$ cat config.mk
export PLATFORM = sky130hd
export DESIGN_NAME = sprite_blit_scheduler
export DESIGN_NICKNAME = d
export VERILOG_FILES = /design/src/rtl/sprite_blit_scheduler.sv
export SDC_FILE = /design/constraint.sdc
export NUM_CORES = 1
export LEC_CHECK = 0
export CORE_MARGIN = 2
export CORE_UTILIZATION = 30
export DETAILED_ROUTE_END_ITERATION = 7
export GPL_TIMING_DRIVEN = 0
export PLACE_DENSITY = 0.6
export SLEW_MARGIN = 20
export SYNTH_ARGS = -nofsm -noshare
export SYNTH_HDL_FRONTEND = slang
export SYNTH_SLANG_ARGS = --single-unit
export TNS_END_PERCENT = 1
$ cat constraint.sdc
create_clock -name Clk -period 8.1 [get_ports Clk]
set_input_delay 2.025 -clock Clk [delete_from_list [all_inputs] [get_ports Clk]]
set_output_delay 2.025 -clock Clk [all_outputs]
set_load 0.05 [all_outputs]
$ cat src/rtl/sprite_blit_scheduler.sv
// Round-robin arbiter for the shared 16x16 sprite ROM. It walks the granted sprite and writes
// each opaque, on-screen pixel into the playfield framebuffer through a two-stage pipeline.
module sprite_blit_scheduler #(
    parameter int unsigned N_REQ    = 4,
    parameter int unsigned SPR_BITS = 3,
    parameter int unsigned FB_W     = 208,
    parameter int unsigned FB_H     = 208
) (
    input  logic                      Clk,
    input  logic                      Reset,
    input  logic [N_REQ-1:0]          req,
    input  logic [N_REQ*SPR_BITS-1:0] sprite_id,
    input  logic [N_REQ*8-1:0]        pos_x,
    input  logic [N_REQ*8-1:0]        pos_y,
    output logic [N_REQ-1:0]          done,
    output logic                      busy,
    output logic [SPR_BITS+7:0]       rom_addr,
    input  logic [3:0]                rom_data,
    output logic                      fb_we,
    output logic [15:0]               fb_addr,
    output logic [3:0]                fb_data,
    input  logic                      fb_wait
);

    localparam int unsigned      RR_W   = (N_REQ > 1) ? $clog2(N_REQ) : 1;
    localparam logic [RR_W-1:0]  LAST   = RR_W'(N_REQ - 1);
    localparam logic [8:0]       FB_W9  = 9'(FB_W);
    localparam logic [8:0]       FB_H9  = 9'(FB_H);
    localparam logic [15:0]      FB_W16 = 16'(FB_W);

    typedef enum logic [1:0] {StIdle, StRun, StDrain, StDone} state_e;

    state_e                r_state, w_state_d;
    logic [RR_W-1:0]       r_rr, r_gnt;
    logic [SPR_BITS-1:0]   r_id;
    logic [7:0]            r_x, r_y, r_cnt;
    logic                  r_s1_v;
    logic [3:0]            r_s1_row, r_s1_col;
    logic [3:0]            r_hold;
    logic                  r_hold_v;
    logic                  r_fb_we;
    logic [15:0]           r_fb_addr;
    logic [3:0]            r_fb_data;

    logic                  w_any;
    logic [RR_W-1:0]       w_pick, w_idx;
    logic [SPR_BITS-1:0]   w_id;
    logic [7:0]            w_x, w_y;
    logic                  w_stall, w_we;
    logic [3:0]            w_pix;
    logic [8:0]            w_ax, w_ay;
    logic [15:0]           w_addr;

    // First requester at or after the round-robin pointer, wrapping.
    always_comb begin
        w_any  = 1'b0;
        w_pick = '0;
        w_idx  = '0;
        for (int i = 0; i < N_REQ; i++) begin
            w_idx = RR_W'((int'(r_rr) + i) % int'(N_REQ));
            if (!w_any && req[w_idx]) begin
                w_any  = 1'b1;
                w_pick = w_idx;
            end
        end
    end

    always_comb begin
        w_id = '0;
        w_x  = '0;
        w_y  = '0;
        for (int i = 0; i < N_REQ; i++) begin
            if (w_pick == RR_W'(i)) begin
                w_id = sprite_id[i*SPR_BITS +: SPR_BITS];
                w_x  = pos_x[i*8 +: 8];
                w_y  = pos_y[i*8 +: 8];
            end
        end
    end

    // Only a write that is actually being presented can be held off by the framebuffer.
    assign w_stall = fb_wait && r_fb_we;
    // The ROM keeps reading during a stall, so the first stalled cycle's data is kept aside.
    assign w_pix   = r_hold_v ? r_hold : rom_data;
    assign w_ax    = {1'b0, r_x} + {5'b0, r_s1_col};
    assign w_ay    = {1'b0, r_y} + {5'b0, r_s1_row};
    assign w_we    = r_s1_v && (w_pix != 4'd0) && (w_ax < FB_W9) && (w_ay < FB_H9);
    assign w_addr  = 16'(w_ay) * FB_W16 + 16'(w_ax);

    always_comb begin
        w_state_d = r_state;
        busy      = (r_state != StIdle);
        done      = '0;
        for (int i = 0; i < N_REQ; i++) begin
            done[i] = (r_state == StDone) && (r_gnt == RR_W'(i));
        end
        unique case (r_state)
            StIdle:  if (w_any) w_state_d = StRun;
            StRun:   if (!w_stall && (r_cnt == 8'hFF)) w_state_d = StDrain;
            StDrain: if (!w_stall && !r_s1_v) w_state_d = StDone;
            StDone:  w_state_d = StIdle;
            default: w_state_d = StIdle;
        endcase
    end

    always_ff @(posedge Clk) begin
        if (Reset) r_state <= StIdle;
        else       r_state <= w_state_d;
    end

    always_ff @(posedge Clk) begin
        if (Reset) begin
            r_rr      <= '0;
            r_gnt     <= '0;
            r_id      <= '0;
            r_x       <= '0;
            r_y       <= '0;
            r_cnt     <= '0;
            r_s1_v    <= 1'b0;
            r_s1_row  <= '0;
            r_s1_col  <= '0;
            r_hold    <= '0;
            r_hold_v  <= 1'b0;
            r_fb_we   <= 1'b0;
            r_fb_addr <= '0;
            r_fb_data <= '0;
        end else begin
            if (r_state == StIdle && w_any) begin
                r_gnt <= w_pick;
                r_id  <= w_id;
                r_x   <= w_x;
                r_y   <= w_y;
                r_cnt <= '0;
            end
            if (r_state == StDone) begin
                r_rr <= (r_gnt == LAST) ? '0 : r_gnt + 1'b1;
            end
            if (w_stall) begin
                r_hold   <= w_pix;
                r_hold_v <= 1'b1;
            end else begin
                r_hold_v <= 1'b0;
                if (r_state == StRun) r_cnt <= r_cnt + 8'd1;
                r_s1_v   <= (r_state == StRun);
                r_s1_row <= r_cnt[7:4];
                r_s1_col <= r_cnt[3:0];
                r_fb_we  <= w_we;
                if (r_s1_v) begin
                    r_fb_addr <= w_addr;
                    r_fb_data <= w_pix;
                end
            end
        end
    end

    assign rom_addr = {r_id, r_cnt};
    assign fb_we    = r_fb_we;
    assign fb_addr  = r_fb_addr;
    assign fb_data  = r_fb_data;

endmodule

==> summary.txt <==
Critical path
  • Critical setup path kind: reg -> reg
  • Type of destination of the critical path: flip-flop
  • Critical Path Start Type: flip-flop
  • Max Fanout on Critical Path: 6
  • Reg2Reg Launch Point: r_y[0]
  • Arrival time reported for the critical path endpoint: 5.11 ns
  • CP Launch Point: r_y[0]
  • Required @ worst endpoint: 8.35 ns

Hold path
  • Start point of the worst min-delay path: r_s1_col[2]
  • Hold WC Path Type: reg -> reg

Pwr
  • Share of power burned in registers: 0.246
  • Power density over the cells: 279 nW/µm²
  • Internal power component: 0.00106 W
  • Maximum resistive drop on vdd: 125 µV
  • Leakage power of the design: 2.86 nW
  • Power spent charging and discharging nets: 0.000824 W
  • Portion of total power attributed to combinational logic: 0.552
  • Clock share of power: 0.203
  • Switching power as a share of total power: 0.437

Floorplanning
  • Total Die Area: 17600 µm²
  • Die extent in x: 133 µm
  • Placeable core region: 16400 µm²
  • Ports placed on the boundary: 124
  • Std-Cell Rows: 47
  • Starting Density: 0.304
  • Height of the die: 133 µm

Clock tree
  • Clock network latency to the later pin of the worst-skew pair: 0.33 ns
  • CTS clk-pin slew, worst paths: 0.06 ns
  • Clock H-tree levels: 3
  • Largest buffer count on any clock path: 2
  • Clock Sink Count: 68
  • Hold-fix buffer count after cts: 0
  • TritonCTS clock tree: yes
  • Number of buffers added for setup after CTS: 0
  • CTS root buffer: sky130_fd_sc_hd__clkbuf_16
  • Resized cells post-CTS: 0
  • Total CTS buffers: 9

Route
  • Final wirelength: 13.1 mm
  • DR vias: 4489
  • Router iterations before antenna repair: 4
  • Vias per cell: 4.80
  • Post-detailed-route wirelength per cell: 14.0 µm
  • Antenna Violating Nets Remaining: 0
  • DR iter-0 viols: 196
  • Remaining routing DRC violations: 0

Logic synthesis
  • Avg Inst Size Synth: 8.63 µm²
  • Yosys warning total: 0
  • Post-synthesis instance total: 577
  • Xor/xnor share of the synthesized area: 0.0475
  • Count of state elements after synthesis: 68
  • Main combinational cell family by area after synthesis: simple AND/OR/NAND/NOR gates
  • Share of synthesized cell area in full adder, half adder and majority cells: 0.143
  • Simple-gate share of the synthesized area: 0.172
  • Number of enable flip-flop cells after synthesis: 0
  • Cell variety after synth: 61
  • Fraction of the yosys area taken by sequential cells: 0.273
  • Async set or reset register ratio after synthesis: 0
  • Synthesized-area fraction occupied by ao, oa, aoi and oai cells: 0.167
  • Post-Syn Nets: 716
  • Combined area of all synthesized cells: 4980 µm²
  • Primary FF master, synth: sky130_fd_sc_hd__dfxtp_1
  • Proportion of synthesized area in mux cells: 0.140

Global route
  • First-pass GRT wire length: 21.5 mm
  • Met3 track demand over resource in global routing: 0.0291
  • Global-route met2 utilization: 0.268
  • Largest net degree at the start of global routing: 13
  • Met1 Use GR: 0.184
  • Most used routing layer in global routing: met2
  • Antenna violations before repair: 0
  • Vias in the first global route: 4401
  • Total global-route track usage: 0.152
  • Remaining global-route overflow: 0

Timing
  • Actual slew at the worst max-slew pin: 0.625 ns
  • Max Slew Vio Count: 0
  • Achievable clock frequency: 206 MHz
  • Setup tns final: 0 ns
  • Final critical-path share of the clock period: 0.601
  • Worst max-slew margin expressed relative to the limit: 0.580
  • Total setup violations reported at the end of the flow: 0
  • PnR worst setup slack: 3.23 ns
  • Crit path time final: 4.87 ns
  • RSZ-0062 raised after global routing: no
  • Final number of hold-violating endpoints: 0
  • Fin Clk Skew: 0.00506 ns

Placement
  • Port buffer count: 122
  • Placement Setup Slack: 3.25 ns
  • GP Congestion: 0.812
  • Half-perimeter wire length of the detailed placement result: 10.6 mm

Job
  • Number of maximum-capacitance constraint violations: 0

Cells and area
  • Final Net Count: 849
  • Area growth from synthesis to layout: 35.9%
  • Antenna diodes: 0
  • Share of post-route cells with drive strength above 1: 0.0727

Outcome
  • Status: finished clean
-- worst paths after layout --
kind,cells past startpoint,slack (ns),end
max,17,3.23,fb_addr[15]
min,2,0.45,r_s1_col[2]
max reg2reg,17,3.23,fb_addr[15]
min reg2reg,2,0.45,r_s1_col[2]
-- sequential cells by signal, indices dropped and copies added, names as in the netlist --
register and count:
r_gnt 2, r_hold 4, r_y 8, r_state 2, r_hold_v 1, fb_data 4, fb_we 1, r_x 8
r_s1_row 4, fb_addr 16, r_id 3, r_s1_col 4, r_s1_v 1, r_cnt 8, r_rr 2
-- cell usage after synthesis, types with 5 or more instances --
master	instances	area (µm²)
sky130_fd_sc_hd__dfxtp_1	68	1360
sky130_fd_sc_hd__mux2i_1	47	470
sky130_fd_sc_hd__ha_1	44	551
sky130_fd_sc_hd__nand2_1	44	165
sky130_fd_sc_hd__inv_1	40	150
sky130_fd_sc_hd__nor2_1	38	143
sky130_fd_sc_hd__a21oi_1	37	185
sky130_fd_sc_hd__o21ai_0	33	165
sky130_fd_sc_hd__clkbuf_1	23	86.3
sky130_fd_sc_hd__mux2_2	20	225
sky130_fd_sc_hd__nand3b_1	20	150
sky130_fd_sc_hd__xnor2_1	17	149
sky130_fd_sc_hd__a211oi_1	12	90.1
sky130_fd_sc_hd__xor2_1	10	87.6
sky130_fd_sc_hd__fa_1	8	160
sky130_fd_sc_hd__nand3_1	8	40.0
sky130_fd_sc_hd__a21o_1	7	52.6
sky130_fd_sc_hd__and2_1	6	37.5
sky130_fd_sc_hd__nor3_1	6	30.0
sky130_fd_sc_hd__nor3b_1	6	45.0
sky130_fd_sc_hd__nand2b_1	5	31.3
sky130_fd_sc_hd__nor2b_1	5	31.3
sky130_fd_sc_hd__o22ai_1	5	31.3
-- cells by family (layout without fill, tap and decap cells) --
| group | after synthesis | in the layout |
|---|---|---|
| AOI/OAI and AO/OA | 130 | 130 |
| xor gates and xnor gates | 27 | 27 |
| adders and majority gates | 52 | 52 |
| buffers and inverters | 71 | 209 |
| DFF | 68 | 68 |
| muxes | 67 | 67 |
| and+or+nand+nor | 162 | 162 |
-- power by group through the flow --
stage | logic [W] | clock network (W) | registers, W
finish | 0.00104 | 0.000383 | 0.000464
global route | 0.00116 | 0.000409 | 0.000474
CTS | 0.00105 | 0.000392 | 0.000466
detailed placement | 0.00105 | 0 | 0.000473
global placement | 0.00104 | 0 | 0.000472
floorplan | 0.000681 | 0 | 0.000555
-- critical path, stage by stage, from the launching register on --
cell and delay [ns]:
sky130_fd_sc_hd__dfxtp_1 0.32, sky130_fd_sc_hd__ha_1 0.22, sky130_fd_sc_hd__fa_1 0.41, sky130_fd_sc_hd__a21o_1 0.18
sky130_fd_sc_hd__a21oi_1 0.37, sky130_fd_sc_hd__nor2_1 0.10, sky130_fd_sc_hd__xnor2_1 0.36, sky130_fd_sc_hd__inv_1 0.12
sky130_fd_sc_hd__ha_1 0.30, sky130_fd_sc_hd__inv_1 0.05, sky130_fd_sc_hd__fa_1 0.49, sky130_fd_sc_hd__inv_1 0.04
sky130_fd_sc_hd__ha_1 0.36, sky130_fd_sc_hd__or4b_2 0.70, sky130_fd_sc_hd__o211ai_2 0.13, sky130_fd_sc_hd__o31ai_1 0.11
sky130_fd_sc_hd__or3_1 0.34, sky130_fd_sc_hd__o211ai_1 0.20
-- final cells by class --
cell class	count	area (µm²)
fillers	1649	9640
multi-input cells	438	3330
flip-flops and latches	68	1360
repair buffers	122	1220
well taps	220	275
clock buffers	9	225
inverters	40	150
plain buffers	31	138
clock inverters	7	67.6
-- routing by layer --
metal / vias up / share of wire
li1: 2323 / -
met1: 2070 / 0.45
met2: 75 / 0.50
met3: 21 / 0.031
met4: 0 / 0.023
met5: - / 0
-- layout by cell type (no fill, tap or decap), drive strengths merged, types with 3 or more instances in the layout --
cell           synthesis  final
clkdlybuf4s50          0    122
dfxtp                 68     68
mux2i                 47     47
nand2                 44     44
ha                    44     44
inv                   40     40
nor2                  39     39
a21oi                 38     38
o21ai                 37     37
clkbuf                23     32
mux2                  20     20
nand3b                20     20
xnor2                 17     17
a211oi                12     12
xor2                  10     10
nand3                  8      8
fa                     8      8
buf                    8      8
a21o                   7      7
nor3                   6      6
nor3b                  6      6
and2                   6      6
o22ai                  6      6
nor2b                  5      5
nand2b                 5      5
o21a                   5      5
and3                   5      5
nand4                  4      4
nor4                   4      4
or3                    4      4
o211ai                 4      4
o31ai                  3      3
clkinv                 0      3
clkinvlp               0      3
-- through the flow --
stage / instances / power (W) / instance area (µm²) / hold WS, ns / util
2_1_floorplan: 577 / 0.00124 / 4980 / 0.436 / -
3_3_place_gp: 919 / 0.00152 / 6480 / 0.442 / 0.395
3_5_place_dp: 919 / 0.00152 / 6480 / 0.450 / 0.395
4_1_cts: 935 / 0.00191 / 6770 / 0.456 / 0.413
5_1_grt: 935 / 0.00205 / 6770 / 0.485 / 0.413
6_report: 935 / 0.00189 / 6770 / 0.453 / 0.413
Note: power is estimated with default switching activity, not from simulation.
